[src/rtl/mem_bus_pkg.sv]
// Shared definitions for the data-memory bus: default widths, master IDs
// and the lock state encoding used by the port arbiter.
package mem_bus_pkg;

    localparam int ADDR_W_DEF = 32;
    localparam int DATA_W_DEF = 32;

    // Master identifiers as they appear in grant indices and owner tags
    localparam logic MASTER_CPU    = 1'b0;
    localparam logic MASTER_LOADER = 1'b1;

    typedef enum logic {
        LOCK_UNLOCKED = 1'b0,
        LOCK_LOCKED   = 1'b1
    } lock_state_e;

endpackage

[src/rtl/rr_lock_grant.sv]
// Two-way round-robin grant with a bounded lock. Holds the last-granted
// master, the lock state/owner and the consecutive-locked-grant counter.
// The grant vector is combinational on req and forced low during reset.
module rr_lock_grant
    import mem_bus_pkg::*;
#(
    parameter int LOCK_MAX = 8
) (
    input  logic       clk,
    input  logic       rst,
    input  logic [1:0] req,
    input  logic [1:0] lock,
    output logic [1:0] gnt
);

    localparam logic [7:0] CNT_MAX = 8'(LOCK_MAX);

    logic        last_q, last_d;
    lock_state_e state_q, state_d;
    logic        lock_owner_q, lock_owner_d;
    logic [7:0]  lock_cnt_q, lock_cnt_d;

    logic [1:0]  gnt_raw;
    logic        gnt_id;
    logic        forced;

    // Grant rule: a live lock wins unless its burst is spent and the other master waits
    always_comb begin
        gnt_raw = 2'b00;
        forced  = 1'b0;
        if (state_q == LOCK_LOCKED && req[lock_owner_q]) begin
            if (lock_cnt_q == CNT_MAX && req[~lock_owner_q]) begin
                forced               = 1'b1;
                gnt_raw[~lock_owner_q] = 1'b1;
            end else begin
                gnt_raw[lock_owner_q] = 1'b1;
            end
        end else if (req == 2'b01) begin
            gnt_raw = 2'b01;
        end else if (req == 2'b10) begin
            gnt_raw = 2'b10;
        end else if (req == 2'b11) begin
            gnt_raw = last_q ? 2'b01 : 2'b10;
        end
    end

    assign gnt_id = gnt_raw[1];
    assign gnt    = rst ? gnt_raw : 2'b00;

    // Next-state for round-robin pointer and lock bookkeeping
    always_comb begin
        last_d       = last_q;
        state_d      = state_q;
        lock_owner_d = lock_owner_q;
        lock_cnt_d   = lock_cnt_q;
        if (gnt_raw != 2'b00) begin
            last_d = gnt_id;
            if (forced) begin
                state_d    = LOCK_UNLOCKED;
                lock_cnt_d = 8'd0;
            end else if (state_q == LOCK_LOCKED && gnt_id == lock_owner_q) begin
                if (lock[gnt_id]) begin
                    if (lock_cnt_q != CNT_MAX) begin
                        lock_cnt_d = lock_cnt_q + 8'd1;
                    end
                end else begin
                    state_d    = LOCK_UNLOCKED;
                    lock_cnt_d = 8'd0;
                end
            end else if (lock[gnt_id]) begin
                state_d      = LOCK_LOCKED;
                lock_owner_d = gnt_id;
                lock_cnt_d   = 8'd1;
            end else begin
                state_d    = LOCK_UNLOCKED;
                lock_cnt_d = 8'd0;
            end
        end else if (state_q == LOCK_LOCKED && !req[lock_owner_q]) begin
            state_d    = LOCK_UNLOCKED;
            lock_cnt_d = 8'd0;
        end
    end

    // Arbiter state registers; last starts at 1 so master 0 wins the first tie
    always_ff @(posedge clk or negedge rst) begin
        if (!rst) begin
            last_q       <= 1'b1;
            state_q      <= LOCK_UNLOCKED;
            lock_owner_q <= MASTER_CPU;
            lock_cnt_q   <= 8'd0;
        end else begin
            last_q       <= last_d;
            state_q      <= state_d;
            lock_owner_q <= lock_owner_d;
            lock_cnt_q   <= lock_cnt_d;
        end
    end

endmodule

[src/rtl/dmem_port_arbiter.sv]
// Shares the single DMem port between the CPU load/store path (master 0)
// and the program/debug loader (master 1). Muxes the granted request onto
// the memory port and steers the one-cycle-late read data to its issuer.
module dmem_port_arbiter
    import mem_bus_pkg::*;
#(
    parameter int ADDR_W   = ADDR_W_DEF,
    parameter int DATA_W   = DATA_W_DEF,
    parameter int LOCK_MAX = 8
) (
    input  logic              clk,
    input  logic              rst,
    input  logic              m0_req,
    input  logic              m0_we,
    input  logic              m0_lock,
    input  logic [ADDR_W-1:0] m0_addr,
    input  logic [DATA_W-1:0] m0_wdata,
    input  logic              m1_req,
    input  logic              m1_we,
    input  logic              m1_lock,
    input  logic [ADDR_W-1:0] m1_addr,
    input  logic [DATA_W-1:0] m1_wdata,
    output logic              m0_gnt,
    output logic              m1_gnt,
    output logic              m0_rvalid,
    output logic              m1_rvalid,
    output logic [DATA_W-1:0] m0_rdata,
    output logic [DATA_W-1:0] m1_rdata,
    output logic              mem_re,
    output logic              mem_we,
    output logic [ADDR_W-1:0] mem_addr,
    output logic [DATA_W-1:0] mem_wdata,
    input  logic [DATA_W-1:0] mem_rdata,
    output logic              owner
);

    logic [1:0] gnt;
    logic       gnt_any;
    logic       sel_we;

    logic rd_pend_q, rd_pend_d;
    logic rd_owner_q, rd_owner_d;
    logic owner_q, owner_d;

    rr_lock_grant #(
        .LOCK_MAX (LOCK_MAX)
    ) u_grant (
        .clk  (clk),
        .rst  (rst),
        .req  ({m1_req, m0_req}),
        .lock ({m1_lock, m0_lock}),
        .gnt  (gnt)
    );

    assign m0_gnt  = gnt[0];
    assign m1_gnt  = gnt[1];
    assign gnt_any = |gnt;

    // Memory port mux: master 0 payload by default, strobes only on a grant
    always_comb begin
        mem_addr  = m0_addr;
        mem_wdata = m0_wdata;
        sel_we    = m0_we;
        mem_re    = 1'b0;
        mem_we    = 1'b0;
        if (gnt[1]) begin
            mem_addr  = m1_addr;
            mem_wdata = m1_wdata;
            sel_we    = m1_we;
        end
        if (gnt_any) begin
            mem_we = sel_we;
            mem_re = ~sel_we;
        end
    end

    // Read tracking: remember which master's read is in flight this cycle
    always_comb begin
        rd_pend_d  = gnt_any & ~sel_we;
        rd_owner_d = gnt_any ? gnt[1] : rd_owner_q;
        owner_d    = gnt_any ? gnt[1] : owner_q;
    end

    // Read-tag and owner registers; reset drops any in-flight read
    always_ff @(posedge clk or negedge rst) begin
        if (!rst) begin
            rd_pend_q  <= 1'b0;
            rd_owner_q <= MASTER_CPU;
            owner_q    <= MASTER_CPU;
        end else begin
            rd_pend_q  <= rd_pend_d;
            rd_owner_q <= rd_owner_d;
            owner_q    <= owner_d;
        end
    end

    assign owner     = owner_q;
    assign m0_rvalid = rd_pend_q && (rd_owner_q == MASTER_CPU);
    assign m1_rvalid = rd_pend_q && (rd_owner_q == MASTER_LOADER);
    assign m0_rdata  = (rd_owner_q == MASTER_CPU)    ? mem_rdata : '0;
    assign m1_rdata  = (rd_owner_q == MASTER_LOADER) ? mem_rdata : '0;

endmodule

[config.mk]
export PLATFORM = sky130hd
export DESIGN_NAME = dmem_port_arbiter
export DESIGN_NICKNAME = d
export VERILOG_FILES = /design/src/rtl/mem_bus_pkg.sv /design/src/rtl/rr_lock_grant.sv /design/src/rtl/dmem_port_arbiter.sv
export SDC_FILE = /design/constraint.sdc
export NUM_CORES = 1
export LEC_CHECK = 0
export ABC_AREA = 1
export ABC_CLOCK_PERIOD_IN_PS = 2100
export CORE_AREA = 3 3 116 118
export CTS_CLUSTER_SIZE = 24
export DETAILED_ROUTE_END_ITERATION = 10
export DIE_AREA = 0 0 119 121
export GPL_ROUTABILITY_DRIVEN = 0
export SLEW_MARGIN = 20
export SYNTH_ARGS = -nofsm -noshare
export SYNTH_HDL_FRONTEND = slang
export SYNTH_SLANG_ARGS = --single-unit
[constraint.sdc]
create_clock -name clk -period 2.1 [get_ports clk]
set_clock_uncertainty 0.15 [all_clocks]
set_input_delay 0.42 -clock clk [delete_from_list [all_inputs] [get_ports clk]]
set_output_delay 0.42 -clock clk [all_outputs]
set_load 0.1 [all_outputs]
After elaboration in Yosys (flattened, before gate mapping). Index checks and enable logic that the tools add are counted.

Register bits: 13. Input bits: 168. Output and inout port bits: 135.

Add/subtract/negate cells: 1. Order comparisons: 5. Eq/ne operators: 8. Muxes and demuxes: 39. Bitwise gates (word level): 6. Reductions and logical operators: 15.

Operators by type and width (count): 32-bit two-way mux (4); 8-bit two-way mux (6); 1-bit two-way mux (20); 2-bit two-way mux (7); 8-bit by 1-bit adder with 8-bit output, second input constant (1); 8-bit by 4-bit == test with 1-bit output, second input constant (1); 1-bit logical AND (8); 8-bit by 4-bit != test with 1-bit output, second input constant (1); 1-bit by 2-bit less-than comparator with 1-bit output, second input constant (3); 5-bit by 4-bit != test with 1-bit output, second input constant (1); 1-bit NOT (5); 2-bit == test, second input constant (2); 4-bit by 3-bit != test with 1-bit output, second input constant (1); 2-bit AND reduction (2); 4-bit AND reduction (1); 2-bit nonzero test (2); 1-bit demux with 1-bit select (2); 2-bit by 1-bit == test with 1-bit output, second input constant (1); 1-bit >= comparator, second input constant (2); 2-bit OR reduction (1); 1-bit AND (1); 1-bit == test (1); 1-bit zero test (1).

Logic depth before layout (Yosys ltp). Gate-level depths: netlist of run 1.

Depth in word-level cells: 13. Mapped depth: 16. Gate-level depth less buffers: 15.

By module. Synthesis of run 1 repeated with hierarchy kept, for this count alone.

Cell total of the unflattened synthesis: 488. Area, all modules: 2327.2 µm².

Modules (own cells, without submodules): dmem_port_arbiter (instances 1, cells an instance 362, area an instance 1465.2 µm²); rr_lock_grant (instances 1, cells an instance 126, area an instance 862.1 µm²).

Least setup slack after synthesis of run 1. No wires, ideal clock.

Path type: register -> output. Start point: register u_grant.lock_cnt_q[0]. End point: output port mem_we. Arrival time: 2941 ps. Slack: -1411 ps. Cell stages (with the launch flop): 12. Cell sequence: dfrtp_1 inv_1 ha_1 nand3_2 nor2_4 nand3_1 nand3_2 nand2_4 nor2_8 inv_4 buf_2 a21oi_1.

Cells in the longest elaborated chain, start to end: 7. Elaborated cells on any way between the ends: 8. Classes of those cells: eq/ne: 1; mux: 5; reduce/logical: 2.

RTL lines: from (decl) (line rr_lock_grant.sv:21) `logic [7:0] lock_cnt_q, lock_cnt_d;`; from (signal assigned) (line rr_lock_grant.sv:95) `lock_cnt_q <= lock_cnt_d;`; 8-bit by 4-bit == test with 1-bit output * (line rr_lock_grant.sv:32) `if (lock_cnt_q == CNT_MAX && req[~lock_owner_q]) begin`; 1-bit logical AND * (line rr_lock_grant.sv:32); 2-bit two-way mux * (line rr_lock_grant.sv:32); 2-bit two-way mux * (line rr_lock_grant.sv:31) `if (state_q == LOCK_LOCKED && req[lock_owner_q]) begin`; 2-bit two-way mux * (line rr_lock_grant.sv:48) `assign gnt = rst ? gnt_raw : 2'b00;`; 1-bit two-way mux or 2-bit OR reduction (tied branches) (line dmem_port_arbiter.sv:66, dmem_port_arbiter.sv:57); 1-bit two-way mux * (line dmem_port_arbiter.sv:71) `if (gnt_any) begin`; to (decl) (line dmem_port_arbiter.sv:30) `output logic mem_we,`.

Every way passes the cells marked *; elsewhere a longest branch is shown, timed or not.

Final worst setup path of run 1.
Start point: register u_grant.lock_cnt_q[1]. End point: output port mem_addr[24].

Cells in the longest elaborated chain, start to end: 6.

RTL lines: 8-bit by 4-bit == test with 1-bit output (line rr_lock_grant.sv:32); 1-bit logical AND (line rr_lock_grant.sv:32); 2-bit two-way mux (line rr_lock_grant.sv:32); 2-bit two-way mux (line rr_lock_grant.sv:31); 2-bit two-way mux (line rr_lock_grant.sv:48); 32-bit two-way mux (line dmem_port_arbiter.sv:66) `if (gnt[1]) begin`; to (decl) (line dmem_port_arbiter.sv:31) `output logic [ADDR_W-1:0] mem_addr,`.

Every way passes these cells.

==> flow_summary.json, run 1 <==
{
  "status": "complete, but fails checks",
  "violations": "negative setup slack",
  "powerDensity_nw_per_um2": 1280,
  "maxSlewViolCount": 0,
  "finalCritPeriodShare_pct": 136,
  "die_y_microns": 121,
  "hpwlAfterDp_mm": 14.6,
  "synth.yosys.seq_area_share_pct": 13.9,
  "ys_top_cells_by_area": "nand2_1, inv_1, dfrtp_1, nor2_1, buf_8",
  "core_sq_um": 12600,
  "final.min_clock_period_ns": 2.86,
  "via_per_inst": 4.25,
  "path_clk_slew_ns": 0.05,
  "grt_pass1_wl_mm": 26.5,
  "worst_slack_ns": -0.755,
  "wl_mm": 18.2,
  "cts_max_path_buffers": 2,
  "n_antenna_cell": 0,
  "startpoint_type": "flop",
  "clock-sinks": 13,
  "cts_buffers": 3,
  "post_drt_wl_per_cell_microns": 18.2,
  "drt-initial-drc-count": 169,
  "crit_chain": "inv_2, ha_4, nand3_4, nor2_4, nand2_2, nand2_2, nand3_4, nand2_4, nor2_8, buf_12, inv_16, buf_12, buf_16, nand2_4, nand2_8, buf_12",
  "yosys_most_used_dff": "dfrtp_1",
  "totalPowerFinal_w": 0.0130,
  "start_util_pct": 18.6,
  "ioPinCount": 303,
  "drc": 0,
  "async_flop_share_pct": 100,
  "fill_cells": 795,
  "io_buffers": 302,
  "die-width_microns": 119,
  "die_area_sq_um": 14400,
  "synth_warnings": 0,
  "worst-path-buf-inv": 6,
  "syn_nets": 645,
  "cp_slowest_cell": "dfrtp_1",
  "critical-path-max-stage-delay_ns": 0.38,
  "vdd_drop_max_v": 0.000957,
  "ys_ff_latch": 13,
  "overflow": 0,
  "yosysTopAreaCell": "nand2_1",
  "slew_headroom_pct": 77.4,
  "grt_pass1_vias": 4440,
  "synth_cell_types": 34,
  "route.vias.total": 4259,
  "critPathRequiredTime_ns": 1.53,
  "p_leak_nw": 4.34,
  "syn_avg_cell_area_sq_um": 4.93,
  "cts_max_level": 1,
  "root_buffer": "clkbuf_16",
  "drive_gt1_share_pct": 60.6,
  "maxCapViolCount": 0,
  "antenna_found_initial": 0,
  "cpLargestDelayFamily": "buffers and inverters",
  "dp_cells": 975,
  "cts_tree": "yes",
  "synth_top_area_share_pct": 41.6,
  "track_usage_pct": 23.5,
  "fin_util_pct": 80.7,
  "first_pass_iters": 4,
  "syn_inst": 475,
  "hold_viol": 0,
  "setup_viol": 76,
  "max_clock_freq_mhz": 350,
  "crit_path_frequent_cell": "buf_12",
  "clk_latency_ns": 0.24,
  "ant_nets": 0,
  "hold_class": "in -> async",
  "stdcell_count": 1002,
  "cp.arrival_ns": 2.29,
  "tightest_slew_ns": 0.337,
  "syn_to_final_growth_pct": 333,
  "synth-edff-count": 0,
  "rsz0062_at_grt": "yes",
  "postCtsHoldBufs": 0,
  "path_class": "reg -> out",
  "cp_max_fo": 8,
  "synth_area_sq_um": 2340,
  "grt_max_degree": 27,
  "rows": 41,
  "end_kind": "primary output",
  "final_nets": 1001
}
-- Yosys cell counts (4+ instances only) --
library cell and n:
o21ai_0 4, inv_1 85, nand2_1 260, nor2_1 38, buf_4 5, nand3_1 12, nand4_1 5, buf_2 4
clkbuf_1 4, dfrtp_1 12, nand3_2 4, buf_8 5, inv_2 4
-- final timing paths --
| path | start | to | slack (ns) | cells after the start |
|---|---|---|---|---|
| max | u_grant.lock_cnt_q[1] | mem_addr[24] | -0.76 | 16 |
| min | rst | u_grant.lock_owner_q | 0.37 | 2 |
| max reg2reg | u_grant.lock_cnt_q[1] | u_grant.lock_cnt_q[1] | -0.06 | 14 |
| min reg2reg | u_grant.last_q | u_grant.last_q | 0.40 | 2 |
| max in group asynchronous | rst | u_grant.last_q | 1.20 | 2 |
| min in group clk | u_grant.last_q | u_grant.last_q | 0.40 | 2 |
-- cells in the final DEF (no fill, tap or decap), drive strengths merged --
master         Yosys  layout
nand2            264     264
nand4              5       5
ha                 2       2
clkinvlp           0      28
a21oi              2       2
o211ai             2       2
clkbuf             4       7
xnor2              3       3
buf               18     203
nor3               1       1
nand3             16      16
dlygate4sd2        0       2
a21boi             1       1
dfstp              1       1
clkdlybuf4s50      0     165
xor2               3       3
inv               90      62
and2               1       1
nor2              41      41
o21ai              6       6
dfrtp             12      12
nand3b             3       3
-- flip-flops by register name, indices dropped and copies added, names as in the netlist --
| signal | count |
|---|---|
| u_grant.lock_cnt_q | 8 |
| owner | 1 |
| rd_pend_q | 1 |
| u_grant.last_q | 1 |
| u_grant.lock_owner_q | 1 |
| u_grant.state_q | 1 |
-- cells by family (layout without fill, tap and decap cells) --
kind of cell             Yosys count  in the layout  share of synthesized area [%]
AND/OR/NAND/NOR                  331            331                           57.8
buffers and inverters            112            467                           21.8
flip-flops                        13             13                           13.9
AO/OA/AOI/OAI                     11             11                           3.15
XOR/XNOR                           6              6                           2.24
adder cells (fa/ha/maj)            2              2                           1.07
-- power by group --
part           internal [W]  switching, W
Combinational       0.00450       0.00776
Clock              0.000256      0.000106
Sequential         0.000310     0.0000899
Total               0.00506       0.00796
-- worst register-to-register path, delay by kind of cell (launching register included) --
| kind | cells | cell delay, ns |
|---|---|---|
| buffers and inverters | 3 | 0.39 |
| adder cells (fa/ha/maj) | 1 | 0.14 |
| AND/OR/NAND/NOR | 9 | 0.75 |
| AO/OA/AOI/OAI | 1 | 0.28 |
| flip-flops | 1 | 0.38 |
-- metrics by stage --
stage	setup WS (ns)	TNS (ns)	cell area [sq um]	hold WS, ns
after floorplan	-0.484	-21.93	4230	-0.0256
after global placement	-0.806	-54.05	9060	0.357
after detailed placement	-0.868	-59.47	9060	0.371
after CTS	-0.764	-48.33	9790	0.372
after global routing	-0.852	-54.14	10100	0.385
final	-0.755	-46.64	10100	0.366
-- per-layer routing --
layer	part of all wire, %	up-vias	track usage [%]	routed length [microns]
met5	0	-	0	0
met4	2.8	0	5.21	510
met3	5.4	32	3.40	988
met2	57	150	45.3	10300
met1	35	1991	27.1	6350
li1	-	2086	-	-
-- cell type report --
class / count / area, sq um / area share (%)
repair buffers: 373 / 5260 / 51.9
flip-flops and latches: 13 / 332 / 3.27
well taps: 172 / 215 / 2.12
clock buffers: 4 / 78.8 / 0.777
inverters: 90 / 459 / 4.53
multi-input cells: 350 / 3790 / 37.4
-- what timing repair did --
action,CTS,global route
gates resized for setup,101,43
setup buffers,11,4
pin swaps,16,13
cloned,5,3
endpoints found under the setup margin,79,78
No activity file was read; power rests on OpenSTA's default activity.
==> run 2, diff against run 1 <==
--- a/config.mk
+++ b/config.mk
@@ -6,11 +6,11 @@
 export NUM_CORES = 1
 export LEC_CHECK = 0
 export ABC_AREA = 1
-export ABC_CLOCK_PERIOD_IN_PS = 2100
-export CORE_AREA = 3 3 116 118
+export ABC_CLOCK_PERIOD_IN_PS = 2750
+export CORE_AREA = 3 3 118 120
 export CTS_CLUSTER_SIZE = 24
 export DETAILED_ROUTE_END_ITERATION = 10
-export DIE_AREA = 0 0 119 121
+export DIE_AREA = 0 0 121 123
 export GPL_ROUTABILITY_DRIVEN = 0
 export SLEW_MARGIN = 20
 export SYNTH_ARGS = -nofsm -noshare
==> constraint.sdc (replaced) <==
create_clock -name clk -period 2.75 [get_ports clk]
set_clock_uncertainty 0.15 [all_clocks]
set_input_delay 0.55 -clock clk [delete_from_list [all_inputs] [get_ports clk]]
set_output_delay 0.55 -clock clk [all_outputs]
set_load 0.1 [all_outputs]
==> run 2 against run 1 <==
Against the previous run:
- the run still ends with negative setup slack left
- register-to-register slack improved by 0.49 ns
- cell count down 1.6%
- largest power group unchanged
- global-route usage fell by 1.1 points
- final area decreased by 19%
- highest routed layer unchanged
- first-iteration DRC count increased by 24%
- largest cell class unchanged
- total power is 32% lower
- worst setup slack improved by 0.53 ns
- sequential cell count stayed put
- critical endpoint is now mem_wdata[1]
- sequential share of layout area up 0.77 points
==> flow_summary.json, run 2 (synthesized netlist as in run 1, its figures left out) <==
{
  "tns_ns": -12.07,
  "grt_pass1_vias": 4259,
  "whs_path_depth": 2,
  "cts_max_path_buffers": 2,
  "r2r_end": "u_grant.lock_cnt_q[3]",
  "routed.top_layer": "met4",
  "track_usage_pct": 22.4,
  "die-width_microns": 121,
  "maxCapViolCount": 0,
  "tightest_slew_ns": 0.446,
  "hold_class": "reg -> reg",
  "layout_commonest_cell": "clkdlybuf4s50_1",
  "violations": "negative setup slack",
  "overflow": 0,
  "ff2ff_setup_slack_ns": 0.43,
  "grt_pass1_wl_mm": 25.2,
  "die_area_sq_um": 14900,
  "first_pass_iters": 4,
  "wl_met1_mm": 6.84,
  "crit_path_frequent_cell": "nand3_4",
  "fin_util_pct": 62.7,
  "cp_slowest_cell": "dfrtp_1",
  "syn_to_final_growth_pct": 250,
  "slew_headroom_pct": 70.3,
  "root_buffer": "clkbuf_16",
  "max_clock_freq_mhz": 336,
  "status": "complete, but fails checks",
  "die_y_microns": 123,
  "regMostFlops": "u_grant.lock_cnt_q",
  "start_util_pct": 17.9,
  "grt_max_degree": 36,
  "cpLargestDelayFamily": "simple AND/OR/NAND/NOR gates",
  "path_class": "reg -> out",
  "via_per_inst": 4.21,
  "postCtsHoldBufs": 0,
  "vdd_drop_max_v": 0.000516,
  "totalPowerFinal_w": 0.00880,
  "rr_startpoint": "u_grant.lock_cnt_q[1]",
  "drive_gt1_share_pct": 44.9,
  "cp_max_fo": 9,
  "crit_chain": "inv_2, ha_4, nand3_4, nor2_4, nand3_2, nand3_4, nand2_4, nor2_8, inv_8, buf_6, clkbuf_16, nand2_1, nand2_2, buf_12",
  "clk_latency_ns": 0.24,
  "end_kind": "primary output",
  "rsz0062_at_grt": "yes",
  "worst-path-buf-inv": 5,
  "setup_viol": 66,
  "fill_cells": 1050,
  "dr_wl_met2_mm": 8.83,
  "cts_tree": "yes",
  "ioPinCount": 303,
  "hold_viol": 0,
  "startpoint_type": "flop",
  "hpwlAfterDp_mm": 14.7,
  "route.vias.total": 4154,
  "p_leak_nw": 4.02,
  "cts_buffers": 3,
  "min_to": "u_grant.last_q",
  "critPathRequiredTime_ns": 2.05,
  "powerDensity_nw_per_um2": 1070,
  "drt-initial-drc-count": 210,
  "holdWs_ns": 0.359,
  "min_from": "u_grant.last_q",
  "antenna_found_initial": 1,
  "cp.arrival_ns": 2.27,
  "rows": 42,
  "drc": 0,
  "io_buffers": 302,
  "final_cell_mix": "clkdlybuf4s50_1, nand2_1, buf_12",
  "rr_worst_depth": 14,
  "critical-path-max-stage-delay_ns": 0.38,
  "worst_slack_ns": -0.224,
  "path_clk_slew_ns": 0.05,
  "final_nets": 980,
  "crit_start": "u_grant.lock_cnt_q[1]",
  "wl_mm": 18.2,
  "cts_max_level": 1,
  "final.min_clock_period_ns": 2.97,
  "largest_reg_flops": 8,
  "met3_length_mm": 2.07,
  "finalCritPeriodShare_pct": 108,
  "post_drt_wl_per_cell_microns": 18.4,
  "maxSlewViolCount": 0,
  "ant_nets": 0,
  "clock-sinks": 13,
  "core_sq_um": 13100
}
[run 2: cell count changes in the layout (fill, tap and decap cells not counted), moves of 4 or more]
cell / before / now
nor2_2: 0 / 23
nand2_1: 63 / 148
nand2_8: 84 / 0
buf_4: 44 / 32
clkinvlp_4: 28 / 0
buf_12: 150 / 142
nand3_1: 6 / 11
nand3_4: 6 / 2
nor2_4: 35 / 12
inv_1: 54 / 82
[run 2: worst max-delay path by stage]
stage	depth (start not counted)	slack, ns	endpoint
floorplan	11	-0.33	mem_we
global placement	13	-0.45	mem_wdata[5]
detailed placement	13	-0.50	mem_wdata[5]
CTS	14	-0.16	mem_wdata[23]
global route	14	-0.34	mem_wdata[1]
finish	14	-0.22	mem_wdata[1]
[run 2: routing by layer]
| layer | track usage [%] | up-vias |
|---|---|---|
| met2 | 37.3 | 199 |
| met3 | 9.29 | 27 |
| met1 | 26.8 | 1887 |
| met4 | 5.67 | 0 |
| li1 | - | 2041 |
| met5 | 0 | - |
[run 2: layout make-up]
cell class	count	area, sq um	share of cell area [%]
antenna	1	2.50	0.0305
tap	176	220	2.69
multi-input combinational	350	2230	27.2
timing repair buffer	352	4990	60.9
inverter	90	345	4.21
sequential	13	332	4.04
clock buffer	4	78.8	0.961
[run 2: report_power, final]
| group | switching [W] | internal [W] |
|---|---|---|
| Clock | 0.0000828 | 0.000196 |
| Combinational | 0.00529 | 0.00287 |
| Sequential | 0.000127 | 0.000235 |
[run 2: through the flow]
step | instances | instance area, sq um | setup slack (ns)
after global placement | 959 | 7340 | -0.455
after global routing | 986 | 8200 | -0.335
after CTS | 980 | 8020 | -0.158
after floorplan | 475 | 2660 | -0.330
final | 986 | 8200 | -0.224
after detailed placement | 959 | 7340 | -0.503
[run 2: worst min-delay path: cells and delay by family (launching register included)]
kind	cells	cell delay [ns]
compound gates	1	0.09
buf+inv	1	0.05
flops	1	0.36
[run 2: repair_timing]
action,CTS,global route
setup buffers,13,3
resized for setup,103,27
pin swaps,26,12
setup endpoints to repair,68,68
endpoints found under the hold margin,0,0
cloned,5,2
==> run 3, diff against run 2 <==
--- a/config.mk
+++ b/config.mk
@@ -12,6 +12,7 @@
 export DETAILED_ROUTE_END_ITERATION = 10
 export DIE_AREA = 0 0 121 123
 export GPL_ROUTABILITY_DRIVEN = 0
+export GPL_TIMING_DRIVEN = 0
 export SLEW_MARGIN = 20
 export SYNTH_ARGS = -nofsm -noshare
 export SYNTH_HDL_FRONTEND = slang
==> run 3 against run 2 <==
Against the previous run:
- the run still ends with negative setup slack left
- global-route usage rose by 0.96 points
- via count rose by 3.2%
- combinational power fell by 4.3%
- hold slack got worse by 0.20 ns
- first-iteration DRC count rose by 5.2%
- total power fell by 5.1%
- utilization rose by 0.81 points
- sequential cell count did not move
- critical path depth rose by 1
- sequential power fell by 22%
- register-to-register slack improved by 0.04 ns
- clock power fell by 4%
- critical endpoint is now mem_addr[27]
==> flow_summary.json, run 3 (synthesized netlist as in run 1, its figures left out) <==
{
  "final.min_clock_period_ns": 3.04,
  "postCtsHoldBufs": 0,
  "cts_buffers": 3,
  "regMostFlops": "u_grant.lock_cnt_q",
  "rsz0062_at_grt": "yes",
  "cts_max_level": 1,
  "setup_viol": 66,
  "path_clk_slew_ns": 0.04,
  "hold_viol": 0,
  "cell_internal_pwr_w": 0.00281,
  "start_util_pct": 17.9,
  "stdcell_count": 999,
  "dp_cells": 953,
  "overflow": 0,
  "final_cell_mix": "clkdlybuf4s50_1, nand2_4, nand2_1",
  "critical-path-max-stage-delay_ns": 0.38,
  "cts_tree": "yes",
  "vdd_drop_max_v": 0.000512,
  "ioPinCount": 303,
  "cp_slowest_cell": "dfrtp_1",
  "cp.arrival_ns": 2.34,
  "maxCapViolCount": 0,
  "drive_gt1_share_pct": 51.0,
  "ant_nets": 0,
  "via_per_inst": 4.29,
  "startpoint_type": "flop",
  "final_nets": 993,
  "maxSlewViolCount": 0,
  "clock-sinks": 13,
  "syn_to_final_growth_pct": 254,
  "track_usage_pct": 23.4,
  "placed_area_sq_um": 5900,
  "wl_mm": 18.9,
  "worst_slack_ns": -0.294,
  "violations": "negative setup slack",
  "first_pass_iters": 5,
  "hpwlAfterDp_mm": 13.9,
  "post_drt_wl_per_cell_microns": 18.9,
  "p_clk_share_pct": 3.2,
  "max_clock_freq_mhz": 329,
  "antenna_found_initial": 0,
  "path_class": "reg -> out",
  "cpLargestDelayFamily": "simple AND/OR/NAND/NOR gates",
  "die-width_microns": 121,
  "slew_headroom_pct": 34.8,
  "crit_chain": "inv_2, ha_4, nand3_4, nor2_4, nand3_2, nand3_4, nand2_4, nor2_8, clkinv_4, buf_12, buf_12, buf_12, nand2_4, nand2_4, buf_12",
  "rows": 42,
  "fin_area_sq_um": 8310,
  "io_buffers": 302,
  "drt-initial-drc-count": 221,
  "root_buffer": "clkbuf_16",
  "die_area_sq_um": 14900,
  "worst-path-buf-inv": 6,
  "grt_pass1_vias": 4334,
  "powerDensity_nw_per_um2": 1010,
  "grt_pass1_wl_mm": 26.4,
  "tightest_slew_ns": 0.975,
  "cp_max_fo": 5,
  "core_sq_um": 13100,
  "hold_class": "in -> async",
  "grt_max_degree": 15,
  "layout_commonest_cell": "clkdlybuf4s50_1",
  "finalCritPeriodShare_pct": 111,
  "power_frac_seq_pct": 3.4,
  "die_y_microns": 123,
  "rr_startpoint": "u_grant.lock_cnt_q[0]",
  "route.vias.total": 4288,
  "cts_max_path_buffers": 2,
  "critPathRequiredTime_ns": 2.05,
  "pwr-share-comb_pct": 93.4,
  "drc": 0,
  "p_leak_nw": 4.06,
  "switching_share_pct": 66.4,
  "crit_start": "u_grant.lock_cnt_q[0]",
  "status": "complete, but fails checks",
  "switchingPower_w": 0.00555,
  "clk_latency_ns": 0.24,
  "end_kind": "primary output",
  "largest_reg_flops": 8,
  "crit_path_frequent_cell": "buf_12"
}
-- run 3: changes by cell type in the layout (fill, tap and decap cells not counted), moves of 5 or more --
cell             previous run  this run
nand2_1                   148       103
clkdlybuf4s15_2             0        54
buf_12                    142        81
nand2_2                    66        32
nand2_4                    50       127
buf_4                      32        23
buf_6                       3         8
clkbuf_2                    0        13
-- run 3: stage by stage --
step	TNS (ns)	power (W)	hold WS, ns	utilization [%]	worst slack, ns
after global placement	-130.19	0.00656	0.338	45.1	-1.77
after detailed placement	-130.46	0.00658	0.345	45.1	-1.74
after floorplan	-2.71	0.00503	0.104	-	-0.330
final	-15.24	0.00836	0.157	63.5	-0.294
after CTS	-11.78	0.00826	0.165	62.2	-0.244
after global routing	-21.65	0.00862	0.182	63.5	-0.388
-- run 3: final cells by class --
type,count,area (sq um)
clock buffers,4,78.8
repair buffers,347,4330
fillers,1023,4780
well taps,176,220
multi-input cells,350,2770
plain buffers,18,230
inverters,90,343
flip-flops and latches,13,329
diodes,1,2.50
-- run 3: power by group through the flow --
stage / combinational [W] / clock (W) / sequential (W)
after floorplan: 0.00472 / 0 / 0.000310
after global placement: 0.00630 / 0 / 0.000266
after detailed placement: 0.00632 / 0 / 0.000267
after CTS: 0.00770 / 0.000279 / 0.000282
after global routing: 0.00805 / 0.000284 / 0.000288
final: 0.00781 / 0.000268 / 0.000282
-- run 3: final timing paths --
kind,endpoint,slack (ns),depth (start not counted)
setup / recovery,mem_addr[27],-0.29,15
hold / removal,rd_pend_q,0.16,1
setup reg to reg,u_grant.lock_cnt_q[0],0.47,14
hold reg to reg,u_grant.last_q,0.37,2
max in group asynchronous,u_grant.last_q,1.99,1
min in group clk,u_grant.last_q,0.37,2
-- run 3: per-layer routing --
metal	share of wire (%)	vias to the layer above	wire (microns)	global-route usage, %
met5	0	-	0	0
met4	1.8	0	346	4.46
met3	11	20	2030	8.37
met2	50	212	9420	39.8
met1	38	1990	7120	28.6
li1	-	2066	-	-
-- run 3: timing repair --
item,4_1_cts,5_1_grt
pin swaps,58,51
endpoints found under the hold margin,0,0
setup buffers,30,9
cloned,11,1
setup endpoints to repair,134,80
resized for setup,1036,79
